===== config.mk =====
export PLATFORM = sky130hd
export DESIGN_NAME = ftdi_tx_feeder
export DESIGN_NICKNAME = d
export VERILOG_FILES = /design/src/rtl/ftdi_pkg.sv /design/src/rtl/sync_fifo.sv /design/src/rtl/ftdi_tx_feeder.sv
export SDC_FILE = /design/constraint.sdc
export NUM_CORES = 1
export LEC_CHECK = 0
export ABC_AREA = 1
export CAP_MARGIN = 20
export CORE_ASPECT_RATIO = 1.25
export CORE_MARGIN = 5
export CORE_UTILIZATION = 45
export CTS_BUF_LIST = sky130_fd_sc_hd__clkbuf_16
export DETAILED_ROUTE_END_ITERATION = 16
export PLACE_DENSITY_LB_ADDON = 0.15
export SKIP_LAST_GASP = 1
export SLEW_MARGIN = 20
export SYNTH_ARGS = -nofsm -noshare
export SYNTH_HDL_FRONTEND = slang
export SYNTH_SLANG_ARGS = --single-unit

===== constraint.sdc =====
create_clock -name clk -period 1.84 [get_ports clk]
set_input_delay 0.184 -clock clk [delete_from_list [all_inputs] [get_ports clk]]
set_output_delay 0.184 -clock clk [all_outputs]
set_load 0.05 [all_outputs]

===== src/rtl/ftdi_pkg.sv =====
// rtl/ftdi_pkg.sv - shared constants for the FTDI transmit feeder
package ftdi_pkg;

  localparam int DEFAULT_ADDR_WIDTH = 4;

  localparam logic [1:0] FEED_IDLE      = 2'd0;
  localparam logic [1:0] FEED_WAIT_BUSY = 2'd1;
  localparam logic [1:0] FEED_WAIT_DONE = 2'd2;

  localparam logic [7:0] CHAR_CR = 8'h0D;
  localparam logic [7:0] CHAR_LF = 8'h0A;

endpackage


===== src/rtl/sync_fifo.sv =====
// rtl/sync_fifo.sv - power-of-two byte FIFO with occupancy count and flags
module sync_fifo
  import ftdi_pkg::*;
#(
  parameter int ADDR_WIDTH = DEFAULT_ADDR_WIDTH
) (
  input  logic                  clk,
  input  logic                  reset_n,
  input  logic                  push,
  input  logic [7:0]            push_data,
  input  logic                  pop,
  output logic [7:0]            head_data,
  output logic [ADDR_WIDTH:0]   count,
  output logic                  empty,
  output logic                  full
);

  localparam int DEPTH = 1 << ADDR_WIDTH;

  logic [7:0]            mem [0:DEPTH-1];
  logic [ADDR_WIDTH-1:0] wr_ptr;
  logic [ADDR_WIDTH-1:0] rd_ptr;
  logic                  do_push;
  logic                  do_pop;

  // count never exceeds DEPTH, so its top bit alone marks full
  assign full      = count[ADDR_WIDTH];
  assign empty     = (count == '0);
  assign do_push   = push && !full;
  assign do_pop    = pop && !empty;
  assign head_data = mem[rd_ptr];

  // RAM write; contents deliberately survive reset
  always_ff @(posedge clk) begin
    if (do_push) begin
      mem[wr_ptr] <= push_data;
    end
  end

  // pointers wrap naturally; count tracks occupancy independently
  always_ff @(posedge clk) begin
    if (!reset_n) begin
      wr_ptr <= '0;
      rd_ptr <= '0;
      count  <= '0;
    end else begin
      if (do_push) begin
        wr_ptr <= wr_ptr + 1'b1;
      end
      if (do_pop) begin
        rd_ptr <= rd_ptr + 1'b1;
      end
      case ({do_push, do_pop})
        2'b10:   count <= count + 1'b1;
        2'b01:   count <= count - 1'b1;
        default: count <= count;
      endcase
    end
  end

endmodule


===== src/rtl/ftdi_tx_feeder.sv =====
// rtl/ftdi_tx_feeder.sv - FIFO front end for the FTDI UART transmitter (option FTDI_TX_FEEDER_CRLF_EN)
module ftdi_tx_feeder
  import ftdi_pkg::*;
#(
  parameter int ADDR_WIDTH = DEFAULT_ADDR_WIDTH
) (
  input  logic                  clk,
  input  logic                  reset_n,
  input  logic [7:0]            in_data,
  input  logic                  in_valid,
  output logic                  in_ready,
  output logic [7:0]            tx_data,
  output logic                  tx_initialize,
  input  logic                  tx_ready,
  input  logic                  ftdi_dtr,
  output logic [ADDR_WIDTH:0]   count,
  output logic                  empty,
  output logic                  full
);

  logic [1:0] state;
  logic [1:0] state_nxt;
  logic [7:0] head;
  logic       accept;
  logic       fifo_pop;

  sync_fifo #(.ADDR_WIDTH(ADDR_WIDTH)) u_fifo (
    .clk       (clk),
    .reset_n   (reset_n),
    .push      (in_valid && in_ready),
    .push_data (in_data),
    .pop       (fifo_pop),
    .head_data (head),
    .count     (count),
    .empty     (empty),
    .full      (full)
  );

  // no bypass: a full FIFO refuses input even while it is being drained
  assign in_ready = !full;

  // the transmitter latches tx_data on the same edge that tx_initialize is high
  assign accept        = (state == FEED_IDLE) && !empty && tx_ready && ftdi_dtr;
  assign tx_initialize = accept;

`ifdef FTDI_TX_FEEDER_CRLF_EN
  logic cr_sent;
  logic insert_cr;

  // an LF at the head is first sent as CR without being popped
  assign insert_cr = (head == CHAR_LF) && !cr_sent;
  assign tx_data   = insert_cr ? CHAR_CR : head;
  assign fifo_pop  = accept && !insert_cr;

  // remember that the CR for the current head LF has gone out
  always_ff @(posedge clk) begin
    if (!reset_n) begin
      cr_sent <= 1'b0;
    end else if (accept) begin
      cr_sent <= insert_cr;
    end
  end
`else
  assign tx_data  = head;
  assign fifo_pop = accept;
`endif

  // wait for the transmitter to go busy and then back to idle after each accept
  always_comb begin
    state_nxt = FEED_IDLE;
    case (state)
      FEED_IDLE:      state_nxt = accept ? FEED_WAIT_BUSY : FEED_IDLE;
      FEED_WAIT_BUSY: state_nxt = tx_ready ? FEED_WAIT_BUSY : FEED_WAIT_DONE;
      FEED_WAIT_DONE: state_nxt = tx_ready ? FEED_IDLE : FEED_WAIT_DONE;
      default:        state_nxt = FEED_IDLE;
    endcase
  end

  // state register
  always_ff @(posedge clk) begin
    if (!reset_n) begin
      state <= FEED_IDLE;
    end else begin
      state <= state_nxt;
    end
  end

endmodule


# --- Word-level counts from Yosys, hierarchy flattened ---
# Memory sizes are Yosys's and may differ from the RTL's. A register that Yosys moved wholly into a read port is not among the register bits.
# Cells that the tools add are included.
# Widths: inputs -> output; s select.
classes:
  add_sub_neg: 4
  n_eq_ne: 4
  muxes: 9
  n_reduce_logical: 11
op_table:
  columns: ["cell", "count"]
  rows:
  - ["$pmux 5 s2", 1]
  - ["$add 4x1->4 const B", 2]
  - ["$mux 4", 2]
  - ["$logic_and 1x1->1", 6]
  - ["$pmux 2 s3", 1]
  - ["$add 5x1->5 const B", 1]
  - ["$logic_not 5->1", 1]
  - ["$sub 5x1->5 const B", 1]
  - ["$eq 2x1->1 const B", 2]
  - ["$eq 2x2->1 const B", 2]
  - ["$mux 2", 2]
  - ["$mux 1", 3]
  - ["$logic_not 1->1", 2]
  - ["$logic_not 2->1", 1]
  - ["$reduce_bool 2->1", 1]
word_totals:
  ff_bits: 15
  ramBits: 128
  inputBits: 13
  output_inout_bits: 17
  elab_cells: 33
  mem_count: 1
memory_table:
  columns: ["memory", "words", "width", "read_ports", "rd_clocked_by_memory_dff", "wr", "line", "rtl"]
  rows:
  - ["u_fifo.mem", 16, 8, 1, 1, 1, "sync_fifo.sv:20", "logic [7:0] mem [0:DEPTH-1];"]

# --- Depth between registers and ports, before layout ---
logic_depth:
  ltp_word: 8
  depth_mapped: 18
  depth_no_buf: 17

# --- Cells and area by module ---
# Synthesis repeated with hierarchy kept, for this count alone.
hier_totals:
  hier_cells: 491
  area_unflattened_um2: 6177.2
by_module_without_submodules:
  columns: ["module", "instances", "cells_each", "area_per_inst_um2", "seq_area_each_um2"]
  rows:
  - ["sync_fifo", 1, 475, 6065.8, 4184.0]
  - ["ftdi_tx_feeder", 1, 16, 111.4, 40.0]

# --- Worst setup path before layout ---
# OpenSTA, ideal clock, no wires.
synth_path:
  path_type: "register to register"
  from: "reg u_fifo.count[4]"
  to: "reg u_fifo.count[4]"
  setup_ns: 0.122
  arrival_time_ns: 2.197
  required_ns: 1.718
  path_slack_ns: -0.479
  stages_incl_launch_ff: 16
  path_buffers: 1
  synth_period_minus_slack_ns: 2.319
  cell_sequence: "dfxtp_1 -> inv_2 -> nand2_4 -> ha_1 -> buf_2 -> xnor2_1 -> inv_1 -> ha_1 -> inv_1 -> nand2_1 -> nand2_1 -> nand2_1 -> nand2_1 -> nand2_1 -> nand2_1 -> a21oi_2"
synth_between:
  elab_cells_between_ends: 15
  classes_between: "add/sub: 2; eq/ne: 2; mux: 1; reduce/logical: 10"
synth_rtl:
  columns: ["item", "line", "rtl"]
  rows:
  - ["start: declaration", "sync_fifo.sv:13", "output logic [ADDR_WIDTH:0] count,"]
  - ["start signal: assignment", "sync_fifo.sv:54", "2'b10: count <= count + 1'b1;"]
  - ["start signal: assignment", "sync_fifo.sv:55", "2'b01: count <= count - 1'b1;"]
  - ["start signal: assignment", "sync_fifo.sv:56", "default: count <= count;"]
  - ["$logic_not 1->1 (*)", "ftdi_tx_feeder.sv:40", "assign in_ready = !full;"]
  - ["named net in_ready", "ftdi_tx_feeder.sv:11", "output logic in_ready,"]
  - ["$logic_and 1x1->1", "ftdi_tx_feeder.sv:30", ".push (in_valid && in_ready),"]
  - ["$logic_and 1x1->1 (*)", "sync_fifo.sv:29", "assign do_push = push && !full;"]
  - ["$eq 2x1->1 / $eq 2x2->1 (equally long branches)", "sync_fifo.sv:53", "case ({do_push, do_pop})"]
  - ["$pmux 5 s2 / $reduce_bool 2->1 (equally long branches)", null, null]
# Mark *: on every way through the listed nets, which the timed path passes. The rest lies on a longest branch.
# A chain may end at the register's enable or synchronous reset.

==> run metrics <==
#FFs+latches synth=147; CP arrival=1970 ps; worst slew pin tran=639 ps; wirelength, routed=roughly 14 mm; CTS max path bufs=2; most frequent cell after synthesis=edfxtp_1; ys async rst share=0%; part of the power in the clock network=36.1%; combinational share of power=22.6%; Vias=3934; DR iter-0 viols=between 200 and 300; number of cells produced by synthesis=489; clock-pin slew on the worst setup and hold paths=60 ps; TritonCTS clock tree=done; DRT antenna net count=0; DR pass1 iterations=4; dpl hpwl=~8.8 mm; FP Rows=48; port bufs=29; Switching Fraction=26.9%; CTS buffer count=17; Syn Nets=~510; Yosys cell types=34; maximum vdd drop=696 uV; Num Clock Sinks=approximately 150; nets=around 600; Lkg Pwr=2.93 nW; Synthesis Warnings=0; gr usage total=between 15 and 20%; kind of critical path=register to output pin; Synth Area per Inst=12.7 um^2; Layout Skew=6.50 ps; Avg WL per Cell=18.2 um; I/O pin cnt=30; die height=141 um; first-pass GRT wire length=between 20 and 25 mm; via/cell ratio=between 5 and 6; setup slack after layout=-315 ps; Peak Freq=0.464 GHz; Netlist Area Pre-Place=between 0.006 and 0.007 mm^2; CP endpoint kind=output pin; Worst-Skew Late Latency=410 ps; final period utilization=117%; largest net degree at the start of global routing=34; Crit Path Max Fanout=12; core area=0.0137 mm^2; most frequent cells after synthesis=edfxtp_1, inv_1, o21ai_0, a21oi_1; Seq pwr share=41.3%; NetSw=2.48 mW; Worst Hold Class=register to register; total chip power=9.23 mW; Die Area=~0.016 mm^2; r2r setup slk=40 ps; Critical Path RT=about 1700 ps; P per Cell Area=1160 mW/mm^2; Period minus WS final=2160 ps; failing checks=negative setup slack; share of the synthesized area in the top cell type=62.0%; Area Growth Syn to Fin=28.0%; post-synth top area cell=edfxtp_1; max_cap viols=0; Final Hold Fails=0; Worst slew margin=a little under three fifths; top area cells in the synthesized netlist=edfxtp_1, dfxtp_1, mux2i_1, o211ai_1, o21ai_0; starting density of the core=45.3%; status=finished, violations left; post-route setup TNS=-2080 ps; vias in the first global route=4001; Final Wtd Congestion=0.835; number of diodes=0; Setup violations, final=8; Slew Limit Fails=0; DRC viols=0; internal power=about 6.8 mW; fill count=1108; EDFF count, synth=128; antenna violations before repair=0; startpoint types=register; CTS Root Cell=clkbuf_16; RSZ-0062 raised after global routing=true; ys flop type=edfxtp_1; Die W=around 110 um; htree depth=4; Seq/Total Area, Yosys=68.1%; layout cells sized above 1=23.1%; total gr overflow=0
-- path summary, 6_finish.rpt --
check,end,cells after the start,startpoint
max,tx_data[5],7,register
min,state[1],2,state[0]
min reg2reg,state[1],2,state[0]
max reg2reg,u_fifo.count[4],16,u_fifo.count[3]
-- state kept, by name, indices dropped and copies added, names as in the netlist, named ones only --
register and cells:
u_fifo.mem 128, u_fifo.count 5, u_fifo.rd_ptr 4, u_fifo.wr_ptr 4, state 2
-- worst max-delay path, stage by stage, from the launching register on --
cell,delay (ps)
dfxtp_4,390
buf_12,140
buf_16,140
o21ai_2,120
o21ai_1,70
o211ai_1,340
nand2_1,180
buf_12,180
-- metal layers --
layer,global-route usage [%],share of wire (%)
met1,21.8,41
met2,31.3,54
met3,4.08,4.5
met4,5.19,0.93
met5,0,0
-- kinds of logic after synthesis --
kind of cell	share of synthesized area, %
adders and majority gates	1.41
buffers and inverters	6.30
xor gates and xnor gates	0.969
muxes	5.17
AOI/OAI and AO/OA	11.7
and+or+nand+nor	6.32
DFF	68.1
-- what timing repair did --
item                       CTS  global route
hold buffers                 0             0
gates cloned                 2             2
buffers inserted             7             5
setup endpoints to repair   14            11
pin swaps                   13            24
gates resized for setup     22            25
-- per-stage QoR --
step	std cells	hold WS, ps	instance area [um^2]	worst slack (ps)	util (%)
after floorplan	489	262	6250	-149	-
after global placement	711	454	7070	-229	51.6
after detailed placement	711	474	7070	-267	51.6
after CTS	752	442	7790	-344	56.9
after global routing	759	472	7940	-391	57.9
final	759	480	7940	-315	57.9
-- power groups by stage --
stage | combinational [mW] | clock [mW] | sequential [mW]
final | 2.09 | 3.34 | 3.81
after global routing | 2.24 | 3.54 | 3.82
after CTS | 1.98 | 3.39 | 3.81
after detailed placement | 1.85 | 0 | 3.87
after global placement | 1.83 | 0 | 3.87
after floorplan | 1.05 | 0 | 3.96
-- layout by cell type, fill, tap and decap left out, drive strengths merged --
| master | instances |
|---|---|
| clkdlybuf4s50 | 13 |
| ha | 7 |
| mux2i | 32 |
| inv | 63 |
| o21ai | 52 |
| clkbuf | 19 |
| dlygate4sd2 | 5 |
| nand4 | 1 |
| nor2 | 33 |
| buf | 66 |
| bufinv | 3 |
| xor2 | 3 |
| xnor2 | 3 |
| nand2 | 35 |
| clkinvlp | 2 |
| nor3 | 3 |
| nand3 | 13 |
| a21oi | 43 |
| a211oi | 1 |
| edfxtp | 128 |
| o211ai | 32 |
| clkinv | 8 |
| dfxtp | 19 |
-- cell type report --
| type | instances | area, um^2 | share of cell area [%] |
|---|---|---|---|
| Multi-Input combinational cell | 258 | 1680 | 21.1 |
| Sequential cell | 147 | 4240 | 53.5 |
| Timing Repair Buffer | 86 | 983 | 12.4 |
| Inverter | 61 | 234 | 2.95 |
| Clock buffer | 17 | 425 | 5.36 |
| Tap cell | 175 | 219 | 2.76 |
| Clock inverter | 15 | 153 | 1.92 |
(Power assumes the default switching activity.)
